[src/rtl/fifo_width_downsizer.sv]
// Read stage for the show-ahead synchronous FIFO: pops one DATA_WIDTH word at a time
// and serialises it onto a valid/ready stream as DATA_WIDTH/OUT_WIDTH chunks.
module fifo_width_downsizer #(
  parameter int DATA_WIDTH = 32,
  parameter int OUT_WIDTH  = 8,
  parameter bit LSB_FIRST  = 1'b1
) (
  input  logic                  clk,
  input  logic                  arst_n,
  input  logic                  fifo_empty,
  input  logic [DATA_WIDTH-1:0] fifo_rData,
  output logic                  fifo_rEn,
  input  logic                  flush,
  output logic                  m_valid,
  input  logic                  m_ready,
  output logic [OUT_WIDTH-1:0]  m_data,
  output logic                  m_last
);

  localparam int RATIO = DATA_WIDTH / OUT_WIDTH;
  localparam int IDX_W = (RATIO > 1) ? $clog2(RATIO) : 1;
  localparam logic [IDX_W-1:0] LAST_IDX = IDX_W'(RATIO - 1);
  localparam logic [IDX_W-1:0] IDX_ONE  = IDX_W'(1);

  localparam logic ST_EMPTY = 1'b0;
  localparam logic ST_SEND  = 1'b1;

  logic                  state_q, state_d;
  logic [IDX_W-1:0]      idx_q, idx_d;
  logic [DATA_WIDTH-1:0] word_q, word_d;

  logic                  loaded_s;
  logic                  last_s;
  logic                  xfer_s;
  logic                  load_ok_s;
  logic                  pop_s;
  logic [IDX_W-1:0]      sel_s;
  logic [OUT_WIDTH-1:0]  chunk_s;

  assign loaded_s  = (state_q == ST_SEND);
  assign last_s    = loaded_s & (idx_q == LAST_IDX);
  assign xfer_s    = loaded_s & m_ready;
  // The next word may be popped in the same cycle the final chunk leaves, so no bubble.
  assign load_ok_s = ~loaded_s | (xfer_s & last_s);
  // arst_n is folded in so the pop request drops asynchronously with reset.
  assign pop_s     = ~fifo_empty & load_ok_s & ~flush & arst_n;

  assign fifo_rEn = pop_s;
  assign m_valid  = loaded_s;
  assign m_last   = last_s;
  assign m_data   = chunk_s;

  // Next-state: flush beats load, load beats chunk advance.
  always_comb begin
    state_d = state_q;
    idx_d   = idx_q;
    word_d  = word_q;
    if (flush) begin
      state_d = ST_EMPTY;
      idx_d   = '0;
    end else if (pop_s) begin
      state_d = ST_SEND;
      idx_d   = '0;
      word_d  = fifo_rData;
    end else begin
      case (state_q)
        ST_SEND: begin
          if (m_ready) begin
            if (last_s) begin
              state_d = ST_EMPTY;
              idx_d   = '0;
            end else begin
              idx_d = idx_q + IDX_ONE;
            end
          end else begin
            idx_d = idx_q;
          end
        end
        default: begin
          state_d = ST_EMPTY;
          idx_d   = '0;
        end
      endcase
    end
  end

  // Chunk mux: MSB-first order simply mirrors the index.
  always_comb begin
    sel_s   = LSB_FIRST ? idx_q : (LAST_IDX - idx_q);
    chunk_s = '0;
    for (int i = 0; i < RATIO; i++) begin
      if (sel_s == IDX_W'(i)) begin
        chunk_s = word_q[i*OUT_WIDTH +: OUT_WIDTH];
      end else begin
        chunk_s = chunk_s;
      end
    end
  end

  // State, index and word registers.
  always_ff @(posedge clk or negedge arst_n) begin
    if (!arst_n) begin
      state_q <= ST_EMPTY;
      idx_q   <= '0;
      word_q  <= '0;
    end else begin
      state_q <= state_d;
      idx_q   <= idx_d;
      word_q  <= word_d;
    end
  end

endmodule

[config.mk]
export PLATFORM = sky130hd
export DESIGN_NAME = fifo_width_downsizer
export DESIGN_NICKNAME = d
export VERILOG_FILES = /design/src/rtl/fifo_width_downsizer.sv
export SDC_FILE = /design/constraint.sdc
export NUM_CORES = 1
export LEC_CHECK = 0
export BUFFER_PORTS_ARGS = -buffer_cell sky130_fd_sc_hd__buf_2
export CAP_MARGIN = 40
export CORE_MARGIN = 5
export CORE_UTILIZATION = 47
export CTS_BUF_LIST = sky130_fd_sc_hd__clkbuf_8 sky130_fd_sc_hd__clkbuf_16
export DETAILED_ROUTE_END_ITERATION = 12
export PLACE_DENSITY = 0.79
export RECOVER_POWER = 25
export SYNTH_ARGS = -nofsm -noshare
export SYNTH_HDL_FRONTEND = slang
export SYNTH_SLANG_ARGS = --single-unit
export TNS_END_PERCENT = 30
[constraint.sdc]
create_clock -name clk -period 2.02 [get_ports clk]
set_input_delay 0.202 -clock clk [delete_from_list [all_inputs] [get_ports clk]]
set_output_delay 0.202 -clock clk [all_outputs]
set_load 0.03 [all_outputs]
==> metrics.txt, run 1 <==
final-layout fill cell count=between 300 and 400; synth warn=0; core area=about 3700 um2; syn avg cell area=12.71 um2; crit path capture type=output pin; Overall Power=a little under 2 mW; Crit-path slowest cell=dfrtp_2; final clock period utilization by the worst path=about 93%; Vias/cell=roughly 5.1; Post-Syn Instances=roughly 140; clock sink total=35; sequential share of the synthesized area=between 40% and 50%; Pint=~1.4 mW; Cell Chain, Critical Path=ha_1 -> nand2_4 -> a211oi_4 -> buf_4 -> buf_2; P_sw=around 0.56 mW; status=complete, no violations; total CTS buffers=5; DRT iter0 DRCs=69; Setup Skew=around 0.0084 ns; CTS tree=built; DIE WIDTH=between 70 and 80 um; Starting Density=a little under 50%; Synth Area in Adders=2.774%; Mapped Area=roughly 1800 um2; Place WS=0.2446 ns; vias in the first global route=1273; final net count=~230; CTS Root Cell=clkbuf_8; Wirelength per Cell=between 15 and 20 um; main combinational cell family by area after synthesis=multiplexers; Slew Viols, Final=0; cell count after placement=between 200 and 250; worst hold slack=0.1240 ns; vias after detailed routing=approximately 1200; complex-gate fraction of the synthesized area=11.93%; RD Place Congestion=between 0.7 and 0.8; first-pass GRT wire length=about 6000 um; initial antenna violation count=0; post-route cell area=2200 um2; Clock Pin Slew Worst Setup and Hold Paths=0.07 ns; Achievable Freq=529.9 MHz; final hold violations=0; share of cells above drive strength 1=between 50% and 60%; Clk pwr share=roughly a quarter; simple-gate share of the synthesized area=4.230%; Seq cells post-synth=35; Leak Pwr=1.090 nW; clock latency on the worst-skew pair=0.29 ns; post-CTS setup buffer count=0; RSZ-0062 raised after global routing=false; num ports=48; Buffers on Ports=47; endpoints failing setup=0; Hold Crit Class=primary input to flip-flop; CP Launch Type=flip-flop; Area Growth Syn to Fin=21.91%; FF-to-FF path depth=5; sw frac=roughly 29%; final period demand of the worst path=1.887 ns; Slew @ Worst Pin=0.8222 ns; VDD IR max=approximately 0.46 mV; Worst Hold Path Cells=2; Max clock buf depth=2; Die ar.=just over 5000 um2; placed wire-length estimate=roughly 2700 um; Crit Path Max Fanout=5; Comb pwr share=between 20% and 30%; Setup CP Type=flip-flop to output pin; Non-Filler Instances=240; Pwr per Cell Area=~880 nW/um2; ant diodes=0; Crit path largest cell delay=between 0.4 and 0.5 ns; Die Ht=71.96 um; setup TNS=0 ns; GRT Overall Usage=~15%; number of core rows=22; multiplexer area fraction after synthesis=between 20% and 30%; Slew headroom=between 40% and 50%; H-Tree Depth=2; Sequential Power Share=48.4%; worst setup margin=about 0.13 ns; final design utilization=59.63%; largest net degree at the start of global routing=36; post-synthesis cell type count=18; Data required, critical path=between 1.5 and 2 ns; Arr. time, crit path=around 1.7 ns; syn_nets=roughly 180; DRT Pass-1 Iters=4; Overflow after GRT=0; area post-placement=2078 um2; Max-Cap Viols=0; drt total wl=around 3600 um; xor and xnor area share after synthesis=0%; Remaining DRCs=0; antenna-violating nets left=0
-- critical path, delay by kind of cell (launching register included) --
family                   cells  cell delay, ns
buffers and inverters        2            0.38
adder cells (fa/ha/maj)      1            0.22
AO/OA/AOI/OAI                1            0.30
flip-flops                   1            0.42
AND/OR/NAND/NOR              1            0.07
-- power groups by stage --
stage	logic, mW	registers, mW	clock network (mW)
6_report	0.506	0.933	0.487
5_1_grt	0.548	0.951	0.542
3_3_place_gp	0.503	0.939	0
4_1_cts	0.511	0.932	0.512
2_1_floorplan	0.380	0.916	0
3_5_place_dp	0.508	0.944	0
-- layout by cell type, fill, tap and decap left out, types with 2 or more instances in the layout --
cell type / instances
inv_1: 10
o21ai_0: 7
nand2_1: 9
ha_4: 3
nand2b_1: 2
a22o_1: 8
buf_4: 2
clkbuf_8: 5
dfrtp_2: 2
mux2_4: 28
mux2i_1: 2
a21oi_1: 17
nor2_1: 2
mux2_2: 4
dfrtp_1: 33
buf_2: 46
-- registers in the layout, indices dropped and copies added, names as in the netlist --
register	count
m_valid	1
idx_q	2
word_q	32
-- routing by layer --
metal  wire length [um]  vias to the layer above  track usage [%]
met4                 53                        0            5.637
li1                   -                      584                -
met5                  0                        -                0
met2               1719                       34            23.78
met1               1550                      595            19.66
met3                290                        7            6.233
-- cell families after synthesis --
| family | after synthesis |
|---|---|
| adders and majority gates | 4 |
| DFF | 35 |
| muxes | 34 |
| and+or+nand+nor | 16 |
| buffers and inverters | 19 |
| AOI/OAI and AO/OA | 34 |
-- path summary, 6_finish.rpt --
path                         endpoint  slack (ns)  startpoint
setup / recovery             fifo_rEn        0.13    idx_q[0]
hold / removal                m_valid        0.12       flush
setup reg to reg            word_q[0]        0.23    idx_q[0]
hold reg to reg             word_q[2]        0.51   word_q[2]
max in group asynchronous    idx_q[0]        1.22      arst_n
min in group asynchronous  word_q[31]        0.22      arst_n
-- Yosys cell counts (all sizes together) --
cell	count	share of area [%]
a211oi	1	1.1
a21oi	17	4.7
a22o	8	3.9
and2	1	0.35
buf	4	2.5
clkbuf	5	1.0
dfrtp	35	49
ha	4	2.8
inv	10	2.1
mux2	32	26
mux2i	2	1.1
nand2	10	2.5
nand2b	2	0.69
nor2	2	0.42
nor3	1	0.28
o21ai	8	2.2
-- final cells by class --
class,count,area [um2],share of cell area (%)
multi-input combinational,88,864.6,39.31
tap,48,60.06,2.730
inverter,10,37.54,1.706
clock buffer,5,68.82,3.129
timing repair buffer,51,274.0,12.46
clock inverter,3,16.27,0.7395
sequential,35,878.3,39.93
-- timing repair --
action                                  4_1_cts  5_1_grt
gates resized for setup                       2        8
hold buffers                                  0        0
gates cloned                                  0        0
endpoints found under the setup margin        8        8
(Power assumes the default switching activity.)
==> run 2: changes to the inputs <==
- CORE_UTILIZATION: 47 -> 52
- PLACE_DENSITY: 0.79 -> 0.86
==> metrics.txt, run 2 (synthesis results as in run 1) <==
DRT iter0 DRCs=44 (was 69); first-pass GRT wire length=6120 um (was 6037 um); Sequential Power Share=45.7% (was 48.4%); Pint=1.484 mW (was 1.363 mW); GRT Overall Usage=18.41% (was 15.47%); FF-to-FF path depth=5 (unchanged); largest net degree at the start of global routing=36 (unchanged); Wirelength per Cell=16.03 um (was 15.05 um); Hold Path Origin=flush (unchanged); Arr. time, crit path=1.74 ns (was 1.69 ns); final design utilization=66.14% (was 59.63%); Vias/cell=5.157 (was 5.083); Starting Density=54.07% (was 48.91%); Max-Cap Viols=0 (unchanged); Data required, critical path=1.82 ns (about the same); RD Place Congestion=0.8319 (was 0.7833); most frequent cells in the layout=buf_2 (46), dfrtp_1 (33), mux2_4 (28) (unchanged); Pwr per Cell Area=926.2 nW/um2 (was 875.7 nW/um2); clock sink total=35 (unchanged); CTS Root Cell=clkbuf_8 (unchanged); hold endpoint=m_valid (unchanged); Clk pwr share=29.2% (was 25.3%); area post-placement=2068 um2 (was 2078 um2); vias after detailed routing=1217 (was 1220); H-Tree Depth=2 (unchanged); share of cells above drive strength 1=50.53% (was 50.52%); post-route cell area=2207 um2 (was 2200 um2); cts-stage hold buffer count=0 (unchanged); Crit path largest cell delay=0.45 ns (was 0.42 ns); number of core rows=21 (was 22); Max clock buf depth=2 (unchanged); Die ar.=4748 um2 (was 5178 um2); status=complete, no violations (unchanged); initial antenna violation count=0 (unchanged); Setup Skew=0.003419 ns (was 0.008381 ns); Achievable Freq=515.8 MHz (was 529.9 MHz); drt total wl=3783 um (was 3613 um); num ports=48 (unchanged); CTS tree=built (unchanged); Worst R2R Start=idx_q[0] (unchanged); placed wire-length estimate=2772 um (was 2656 um); total CTS buffers=5 (unchanged); Comb pwr share=25.1% (was 26.3%); Biggest register=word_q (unchanged); Slew Viols, Final=0 (unchanged); Setup CP Type=flip-flop to output pin (unchanged); endpoints failing setup=0 (unchanged); antenna-violating nets left=0 (unchanged); Hold Crit Class=primary input to flip-flop (unchanged); Crit Path Max Fanout=18 (was 5); post-CTS setup buffer count=0 (unchanged); final clock period utilization by the worst path=95.98% (was 93.43%); Remaining DRCs=0 (unchanged); Worst R2R Setup Slack=0.18 ns (was 0.23 ns); CP Launch Point=idx_q[0] (unchanged); P_sw=0.5602 mW (was 0.5632 mW); Cell Chain, Critical Path=ha_1 -> buf_4 -> a21oi_1 -> a22o_1 -> buf_2 (was ha_1 -> nand2_4 -> a211oi_4 -> buf_4 -> buf_2); sw frac=27.40% (was 29.24%); clock latency on the worst-skew pair=0.29 ns (about the same); final net count=231 (was 232); VDD IR max=0.4789 mV (was 0.4551 mV); Buffers on Ports=47 (unchanged); CP Launch Type=flip-flop (unchanged); Worst Hold Path Cells=2 (unchanged); vias in the first global route=1253 (was 1273); crit path capture type=output pin (unchanged); Crit-path slowest cell=dfrtp_2 (unchanged); Reg-to-Reg End=word_q[28] (was word_q[0]); Area Growth Syn to Fin=22.33% (was 21.91%); DIE WIDTH=68.91 um (was 71.96 um); ant diodes=0 (unchanged); Die Ht=68.91 um (was 71.96 um); CP Buf/Inv Count=2 (unchanged); final hold violations=0 (unchanged); Slew headroom=43.32% (was 45.19%); core area=3337 um2 (was 3689 um2); CP delay by family, top=flip-flops (unchanged); Overflow after GRT=0 (unchanged); Leak Pwr=1.096 nW (was 1.090 nW); Slew @ Worst Pin=0.8502 ns (was 0.8222 ns); Clock Pin Slew Worst Setup and Hold Paths=0.07 ns (about the same); DRT Pass-1 Iters=4 (unchanged); final period demand of the worst path=1.939 ns (was 1.887 ns); most common cell after layout, fill and taps aside=buf_2 (unchanged); max reg flops=32 (unchanged)
[run 2: final cells by class]
class / count / area (um2)
timing repair buffer: 50 / 266.5
sequential: 35 / 878.3
clock buffer: 5 / 68.82
multi-input combinational: 88 / 864.6
tap: 46 / 57.56
clock inverter: 2 / 33.78
fill: 265 / 1130
inverter: 10 / 37.54
[run 2: worst max path at each step]
stage / endpoint / cells after the start
final: m_data[6] / 5
after global routing: m_data[6] / 5
after CTS: m_data[2] / 6
after detailed placement: m_data[2] / 6
after global placement: m_data[2] / 6
after floorplan: word_q[20] / 6
[run 2: timing repair]
action / CTS / global route
endpoints found under the setup margin: 8 / 7
pin swaps: 0 / 0
gates resized for setup: 4 / 9
gates cloned: 0 / 0
[run 2: metrics by stage]
stage | setup TNS [ns] | setup slack, ns | power [mW] | hold slack, ns | cells
2_1_floorplan | 0 | 0.2218 | 1.296 | -0.09359 | 142
3_3_place_gp | 0 | 0.2451 | 1.435 | 0.3330 | 229
3_5_place_dp | 0 | 0.1677 | 1.455 | 0.3375 | 229
4_1_cts | 0 | 0.02013 | 2.060 | 0.02084 | 236
5_1_grt | -0.003561 | -0.003561 | 2.139 | 0.1242 | 236
6_report | 0 | 0.08118 | 2.044 | 0.1248 | 236
[run 2: power by group through the flow]
stage	clock network, mW	registers, mW	logic, mW
after detailed placement	0	0.941	0.514
after floorplan	0	0.916	0.380
after global routing	0.631	0.949	0.558
after global placement	0	0.938	0.497
final	0.596	0.935	0.513
after CTS	0.610	0.933	0.517
[run 2: routing by layer]
layer / vias up / GRT usage [%] / routed length (um)
met2: 35 / 28.33 / 1824
met1: 594 / 23.01 / 1590
met5: - / 0 / 0
met4: 0 / 10.22 / 64
li1: 583 / - / -
met3: 5 / 5.511 / 304
